--- src/rtl/ftdi_tx_if.sv ---
// Message handshake between a producer and the FTDI transmit path.
// The producer drives the master side; ftdi_tx is the slave.
interface ftdi_tx_if;
   logic        msg_valid;
   logic        msg_ready;
   logic [3:0]  msg_type;
   logic [31:0] msg_data;

   modport master (
      output msg_valid,
      output msg_type,
      output msg_data,
      input  msg_ready
   );

   modport slave (
      input  msg_valid,
      input  msg_type,
      input  msg_data,
      output msg_ready
   );
endinterface

--- src/rtl/ftdi_tx.sv ---
// FTDI synchronous-FIFO transmit path.
// Buffers 36-bit messages and sends each as a 7-byte checksummed frame.
module ftdi_tx #(
   parameter int          FIFO_AW   = 2,
   parameter logic [7:0]  SYNC_BYTE = 8'hA5,
   parameter int          STALL_MAX = 1023
) (
   input  logic        ft_clk,
   input  logic        rst,
   ftdi_tx_if.slave    msg,
   input  logic        rx_busy,
   output logic        tx_busy,
   input  logic        ft_txe,
   output logic        ft_wr,
   output logic [7:0]  ft_d_out,
   output logic        ft_d_oe,
   output logic [15:0] tx_frames,
   output logic        stall_err
);

   localparam int DEPTH = 2 ** FIFO_AW;
   localparam int SW    = $clog2(STALL_MAX + 1);
   localparam logic [SW-1:0] STALL_TOP  = SW'(STALL_MAX);
   localparam logic [SW-1:0] STALL_LAST = SW'(STALL_MAX - 1);

   typedef enum logic [1:0] {
      IDLE,
      SEND,
      GAP
   } state_t;

   state_t state, state_n;

   logic [35:0]      mem [DEPTH];
   logic [FIFO_AW:0] wr_ptr, rd_ptr;
   logic             empty, full, push, start;
   logic             accept, last;

   logic [3:0]       seq;
   logic [3:0]       sh_type;
   logic [31:0]      sh_data;
   logic [2:0]       idx, idx_n;
   logic [7:0]       nxt_byte, csum;
   logic [SW-1:0]    stall_cnt;

   assign empty = (wr_ptr == rd_ptr);
   assign full  = (wr_ptr[FIFO_AW] != rd_ptr[FIFO_AW]) &&
                  (wr_ptr[FIFO_AW-1:0] == rd_ptr[FIFO_AW-1:0]);

   assign msg.msg_ready = ~full;
   assign push  = msg.msg_valid & ~full;
   assign start = (state == IDLE) & ~empty & ~rx_busy;

   // ft_wr is only ever low while in SEND
   assign accept = (state == SEND) & ~ft_wr & ~ft_txe;
   assign last   = accept & (idx == 3'd6);
   assign idx_n  = idx + 3'd1;

   assign csum = {seq, sh_type} ^ sh_data[7:0] ^ sh_data[15:8] ^
                 sh_data[23:16] ^ sh_data[31:24];

   always_comb begin
      nxt_byte = SYNC_BYTE;
      unique case (idx_n)
         3'd1:    nxt_byte = {seq, sh_type};
         3'd2:    nxt_byte = sh_data[7:0];
         3'd3:    nxt_byte = sh_data[15:8];
         3'd4:    nxt_byte = sh_data[23:16];
         3'd5:    nxt_byte = sh_data[31:24];
         3'd6:    nxt_byte = csum;
         default: nxt_byte = SYNC_BYTE;
      endcase
   end

   always_comb begin
      state_n = state;
      unique case (state)
         IDLE:    if (start) state_n = SEND;
         SEND:    if (last)  state_n = GAP;
         GAP:     state_n = IDLE;
         default: state_n = IDLE;
      endcase
   end

   always_ff @(posedge ft_clk or posedge rst) begin
      if (rst) state <= IDLE;
      else     state <= state_n;
   end

   always_ff @(posedge ft_clk) begin
      if (push) mem[wr_ptr[FIFO_AW-1:0]] <= {msg.msg_type, msg.msg_data};
   end

   always_ff @(posedge ft_clk or posedge rst) begin
      if (rst) begin
         wr_ptr <= '0;
         rd_ptr <= '0;
      end else begin
         if (push)  wr_ptr <= wr_ptr + 1'b1;
         if (start) rd_ptr <= rd_ptr + 1'b1;
      end
   end

   always_ff @(posedge ft_clk or posedge rst) begin
      if (rst) begin
         sh_type   <= '0;
         sh_data   <= '0;
         idx       <= '0;
         seq       <= '0;
         ft_wr     <= 1'b1;
         ft_d_out  <= '0;
         ft_d_oe   <= 1'b0;
         tx_busy   <= 1'b0;
         tx_frames <= '0;
      end else if (start) begin
         {sh_type, sh_data} <= mem[rd_ptr[FIFO_AW-1:0]];
         idx      <= '0;
         ft_wr    <= 1'b0;
         ft_d_oe  <= 1'b1;
         ft_d_out <= SYNC_BYTE;
         tx_busy  <= 1'b1;
      end else if (last) begin
         ft_wr     <= 1'b1;
         ft_d_oe   <= 1'b0;
         tx_busy   <= 1'b0;
         tx_frames <= tx_frames + 16'd1;
         seq       <= seq + 4'd1;
      end else if (accept) begin
         idx      <= idx_n;
         ft_d_out <= nxt_byte;
      end
   end

   // stall count saturates; any accepted byte restarts it
   always_ff @(posedge ft_clk or posedge rst) begin
      if (rst) begin
         stall_cnt <= '0;
         stall_err <= 1'b0;
      end else if (accept) begin
         stall_cnt <= '0;
      end else if (state == SEND && ft_txe) begin
         if (stall_cnt != STALL_TOP) stall_cnt <= stall_cnt + 1'b1;
         if (stall_cnt == STALL_LAST) stall_err <= 1'b1;
      end
   end

endmodule

--- src/flat_wrapper.sv ---
// flat-port wrapper written by rule: the top's interface ports become plain ports
module ftdi_tx_flat 
#(
   parameter int          FIFO_AW   = 2,
   parameter logic [7:0]  SYNC_BYTE = 8'hA5,
   parameter int          STALL_MAX = 1023
)
  (ft_clk, rst, rx_busy, tx_busy, ft_txe, ft_wr, ft_d_out, ft_d_oe, tx_frames, stall_err, msg_msg_valid, msg_msg_type, msg_msg_data, msg_msg_ready);
  ftdi_tx_if msg_i ();
  input  logic ft_clk;
  input  logic rst;
  input  logic rx_busy;
  output logic tx_busy;
  input  logic ft_txe;
  output logic ft_wr;
  output logic [7:0] ft_d_out;
  output logic ft_d_oe;
  output logic [15:0] tx_frames;
  output logic stall_err;
  input wire logic [$bits(msg_i.msg_valid)-1:0] msg_msg_valid;
  input wire logic [$bits(msg_i.msg_type)-1:0] msg_msg_type;
  input wire logic [$bits(msg_i.msg_data)-1:0] msg_msg_data;
  output wire logic [$bits(msg_i.msg_ready)-1:0] msg_msg_ready;
  assign msg_i.msg_valid = msg_msg_valid;
  assign msg_i.msg_type = msg_msg_type;
  assign msg_i.msg_data = msg_msg_data;
  assign msg_msg_ready = msg_i.msg_ready;
  ftdi_tx #(.FIFO_AW(FIFO_AW), .SYNC_BYTE(SYNC_BYTE), .STALL_MAX(STALL_MAX)) u_core (.ft_clk(ft_clk), .rst(rst), .msg(msg_i), .rx_busy(rx_busy), .tx_busy(tx_busy), .ft_txe(ft_txe), .ft_wr(ft_wr), .ft_d_out(ft_d_out), .ft_d_oe(ft_d_oe), .tx_frames(tx_frames), .stall_err(stall_err));
endmodule
--- config.mk ---
export PLATFORM = sky130hd
export DESIGN_NAME = ftdi_tx_flat
export DESIGN_NICKNAME = d
export VERILOG_FILES = /design/src/rtl/ftdi_tx_if.sv /design/src/rtl/ftdi_tx.sv /design/src/flat_wrapper.sv
export SDC_FILE = /design/constraint.sdc
export NUM_CORES = 1
export LEC_CHECK = 0
export ABC_AREA = 1
export CORE_MARGIN = 8
export CORE_UTILIZATION = 35
export DETAILED_ROUTE_END_ITERATION = 8
export GPL_TIMING_DRIVEN = 0
export SYNTH_ARGS = -nofsm -noshare
export SYNTH_HDL_FRONTEND = slang
export SYNTH_SLANG_ARGS = --single-unit
--- constraint.sdc ---
create_clock -name ft_clk -period 9.5 [get_ports ft_clk]
set_clock_uncertainty 0.15 [all_clocks]
set_input_delay 1.425 -clock ft_clk [delete_from_list [all_inputs] [get_ports ft_clk]]
set_output_delay 1.425 -clock ft_clk [all_outputs]
set_load 0.02 [all_outputs]
After elaboration in Yosys (flattened, before gate mapping). Memories as Yosys holds them, arrays and structs flattened. A register that Yosys moved wholly into a read port is not among the register bits. Index checks and enable logic that the tools add are counted. Widths: inputs -> output; s select.

Word-level logic and storage cells: 82. Memory bits (writable): 144. Output and inout port bits: 29. Memories: 1. Register bits after elaboration: 52. Input port bits: 41.

Mux-type cells: 19. Bitwise gates (word level): 17. Add/subtract/negate cells: 6. Equal/unequal tests: 16. Reduce and logical (&&, ||, !) cells: 12.

Memory list: u_core.mem (words 4, bits a word 36, rd ports 1, clocked after memory_dff 1, write ports 1, line ftdi_tx.sv:34) `logic [35:0] mem [DEPTH];`.

Operators with widths (count): $pmux 8 s6 (1); $xor 8x8->8 (4); $mux 10 (3); $mux 8 (3); $add 16x1->16 const B (1); $eq 3x3->1 const B (4); $add 10x1->10 const B (1); $eq 10x10->1 const B (1); $ne 10x10->1 const B (1); $add 3x1->3 const B (3); $mux 3 (3); $reduce_and 2->1 (4); $reduce_bool 2->1 (4); $not 1->1 (7); $and 1x1->1 (6); $eq 3x2->1 const B (2); $mux 1 (6); $ne 2x1->1 const B (3); $add 4x1->4 const B (1); $mux 2 (2); $pmux 2 s2 (1); $eq 3x1->1 const B (1); $eq 3x3->1 (1); $reduce_and 3->1 (1); 5 further kinds (6).

Logic depth before layout (Yosys ltp).
Word-level depth: 8. Mapped depth: 11. Depth with buffers taken out: 11.

Worst setup path after synthesis. OpenSTA, ideal clock, no wires.

Path kind: input port to flip-flop. From: input port msg_msg_valid. To: memory u_core.mem[3][0], enable pin. Slack: 5804 ps. Buffers on the path: 0. Stages on the path: 2. Library setup time: 432 ps. Data arrival time: 3114 ps. Cells stage by stage: nand2_2 -> nor2_1.

Cells in the longest elaborated chain, start to end: 3.

Ends and longest elaborated chain: start: declaration (line flat_wrapper.sv:20) `input wire logic [$bits(msg_i.msg_valid)-1:0] msg_msg_valid;`; $and 1x1->1 (line ftdi_tx.sv:51) `assign push = msg.msg_valid & ~full;`; $mux 1 (line ftdi_tx.sv:91) `if (push) mem[wr_ptr[FIFO_AW-1:0]] <= {msg.msg_type, msg.msg_data};`; $mux 1 (not written as such) (line ftdi_tx.sv:91); end: declaration (line ftdi_tx.sv:34).

No other way between the ends.

Final worst setup path.
From: register u_core.rd_ptr[0]. To: output port msg_msg_ready.

Cells in the longest elaborated chain, start to end: 3.

Ends and longest elaborated chain: start: declaration (line ftdi_tx.sv:35) `logic [FIFO_AW:0] wr_ptr, rd_ptr;`; start signal: assignment (line ftdi_tx.sv:100) `if (start) rd_ptr <= rd_ptr + 1'b1;`; $eq 2x2->1 (line ftdi_tx.sv:48) `(wr_ptr[FIFO_AW-1:0] == rd_ptr[FIFO_AW-1:0]);`; $logic_and 1x1->1 (line ftdi_tx.sv:47) `assign full = (wr_ptr[FIFO_AW] != rd_ptr[FIFO_AW]) &&`; $not 1->1 (line ftdi_tx.sv:50) `assign msg.msg_ready = ~full;`; end: declaration (line flat_wrapper.sv:23) `output wire logic [$bits(msg_i.msg_ready)-1:0] msg_msg_ready;`.

No other way between the ends.

==> reports/results.ini <==
[grt]
grt_start_max_net_pins=46
grt_overflow=0
grt_use_total=0.1329
antenna_found_initial=0
grt_pass1_vias=7034
grt_pass1_wl_mm=38.21

[power_and_ir_drop]
p_per_area_mw_per_mm2=311.9
ir_drop_v=0.0001494
p_leak_nw=5.008
totalPowerFinal_w=0.003906

[job]
maxCapViolations=0

[setup_path]
crit_fanout=10
worstReg2RegStart=u_core.rd_ptr[0]$_DFFE_PP0P_
worstPathArrival_ns=2.12
r2r_cells=7
worstSetupPathType=reg -> out
crit_required_ns=7.93
reg2reg_slack_ns=7.08
crit_path_end_kind=primary output
start_kind=register
crit_start=u_core.rd_ptr[0]$_DFFE_PP0P_
worstReg2RegEnd=u_core.mem[2][29]$_DFFE_PP_
crit_path_end=msg_msg_ready

[cts]
clk_pin_slew_worst_paths_ns=0.06
cts_tree=yes
cts_buffers=25
clk_latency_ns=0.54
clock_path_buffers=3
cts_hold_buf=0
clock-sinks=232
post_cts_buffers=0
cts_resized=0
cts_htree_levels=1
cts_root_buf=clkbuf_16

[route]
wl_mm=23.77
ant_nets=0
wl_per_cell_um=16.20
first_pass_iters=5
via_per_inst=4.815
vias=7064
drt_iter0_drc=590
remaining_drc_errors=0

[die]
core_area_mm2=0.02940
rows=63
start_util=0.3529
die_area_mm2=0.03541
pin_count=70
die_w_um=188.2
dieHeight_um=188.2

[sta]
max_freq_ghz=0.2706
finalCriticalPeriod_ns=3.695
finalHoldViolations=0
post-route-period-util=0.3890
tightest_slew_ns=0.6745
rsz0062_at_grt=false
setup_tns_ns=0
slew_viol_final=0
setup_viol=0
slew_headroom=0.5504

[synth]
synth_top_area_share=0.4168
async_flop_share=0.3793
synth-seq-cells=232
netlist_area_mm2=0.01037
synth_area_leader_cell=edfxtp_1
synth_fp_nets=1013
synth_most_common_cell=nand2_1
syn_inst=958
seq_area_frac_synth=0.6292
ys.flop_type=edfxtp_1
ys_types=34
synth.top_cells.by_count=nand2_1, edfxtp_1, nor2_1
synth_edf_count=144
yosys-top-cells-area=edfxtp_1, dfrtp_1, nand2_1
synth_warnings=0
avgSynthCellArea_um2=10.83

[finish]
nFillCells=2680
flow.area_growth_from_synthesis_pct=20.69
antenna_cells=0
final_area_mm2=0.01252
nets=1114
layout-drive-gt1-share=0.09656

[hold_path]
hold_class=reg -> reg

[outcome]
outcome=completed

[place]
placed_area_mm2=0.01170
dp_hpwl_mm=16.55
gp_congestion=0.8355
portBuffers=69

[stage by stage]
step / hold slack [ns] / setup slack, ns / utilization / std cells
final: 0.3198 / 5.805 / 0.4259 / 1467
after global placement: 0.3134 / 3.871 / 0.3930 / 1417
after CTS: 0.3291 / 5.727 / 0.4259 / 1467
after global routing: 0.3705 / 5.668 / 0.4259 / 1467
after floorplan: 0.3132 / 5.648 / - / 958
after detailed placement: 0.3125 / 6.093 / 0.3980 / 1422
[power by group]
part           internal [W]  switching [W]
logic              0.000541       0.000867
registers           0.00135       0.000180
clock network      0.000577       0.000390
total               0.00247        0.00144
[routing by layer]
| layer | GRT usage | share of wire | wire [um] |
|---|---|---|---|
| met5 | 0 | 0 | 0 |
| met2 | 0.2083 | 0.45 | 10640 |
| met4 | 0.04818 | 0.032 | 751 |
| met1 | 0.1793 | 0.47 | 11140 |
| met3 | 0.02828 | 0.052 | 1236 |
[critical path, cell delays in order, from the launching register on]
cell and delay (ns):
dfrtp_1 0.37, buf_2 0.28, nand2_1 0.08, nand2_1 0.10, nand4_1 0.17, clkdlybuf4s50_1 0.59
[layout make-up]
class	count	area [um^2]	area share
clock buffer	32	661.9	0.05286
multi-input combinational	613	3385	0.2703
timing repair buffer	74	805.8	0.06435
inverter	74	280.3	0.02238
sequential	232	6528	0.5213
clock inverter	13	158.9	0.01269
buffer	39	215.2	0.01719
tap	390	488.0	0.03897
[how the worst min path moves through the flow]
stage | startpoint | to | slack, ns | cells past startpoint
finish | u_core.stall_err$_DFFE_PP0P_ | u_core.stall_err$_DFFE_PP0P_ | 0.32 | 1
global route | u_core.stall_err$_DFFE_PP0P_ | u_core.stall_err$_DFFE_PP0P_ | 0.37 | 1
CTS | u_core.stall_err$_DFFE_PP0P_ | u_core.stall_err$_DFFE_PP0P_ | 0.33 | 1
detailed placement | u_core.stall_err$_DFFE_PP0P_ | u_core.stall_err$_DFFE_PP0P_ | 0.31 | 1
global placement | u_core.stall_err$_DFFE_PP0P_ | u_core.stall_err$_DFFE_PP0P_ | 0.31 | 1
floorplan | u_core.wr_ptr[2]$_DFFE_PP0P_ | u_core.wr_ptr[2]$_DFFE_PP0P_ | 0.31 | 1
[cell usage in the layout (no fill, tap or decap), types with 3 or more instances in the layout]
master,n
mux2_4,21
buf_12,3
xor2_1,27
xnor2_1,18
bufinv_16,3
nor3_2,4
dfrtp_1,87
buf_6,3
nand3b_1,6
nor3_1,6
nand2_1,150
ha_1,14
inv_1,71
nand4_1,14
edfxtp_1,144
clkinv_2,5
o22ai_1,36
nor2_1,133
buf_2,7
clkbuf_16,25
buf_4,4
a21oi_1,24
nand3_1,52
nand2_2,5
clkbuf_1,29
nor2_4,7
clkdlybuf4s50_1,69
o21ai_0,83
o21bai_1,4
[flip-flops by register name, indices dropped and copies added, names as in the netlist]
name	cells
u_core.state	2
u_core.ft_d_out	8
u_core.stall_err	1
u_core.tx_frames	16
u_core.rd_ptr	3
u_core.idx	3
u_core.sh_type	4
u_core.ft_wr	1
u_core.tx_busy	1
u_core.wr_ptr	3
u_core.sh_data	32
u_core.seq	4
u_core.mem	144
u_core.stall_cnt	10
[kinds of logic (layout without fill, tap and decap cells)]
family,after synthesis,after routing,synth area share
and+or+nand+nor,380,380,0.1574
DFF,232,232,0.6292
AOI/OAI and AO/OA,152,152,0.07960
buffers and inverters,113,232,0.04752
xor gates and xnor gates,45,45,0.03799
muxes,22,22,0.03148
adders and majority gates,14,14,0.01688
Power figures use the tool's default switching activity.
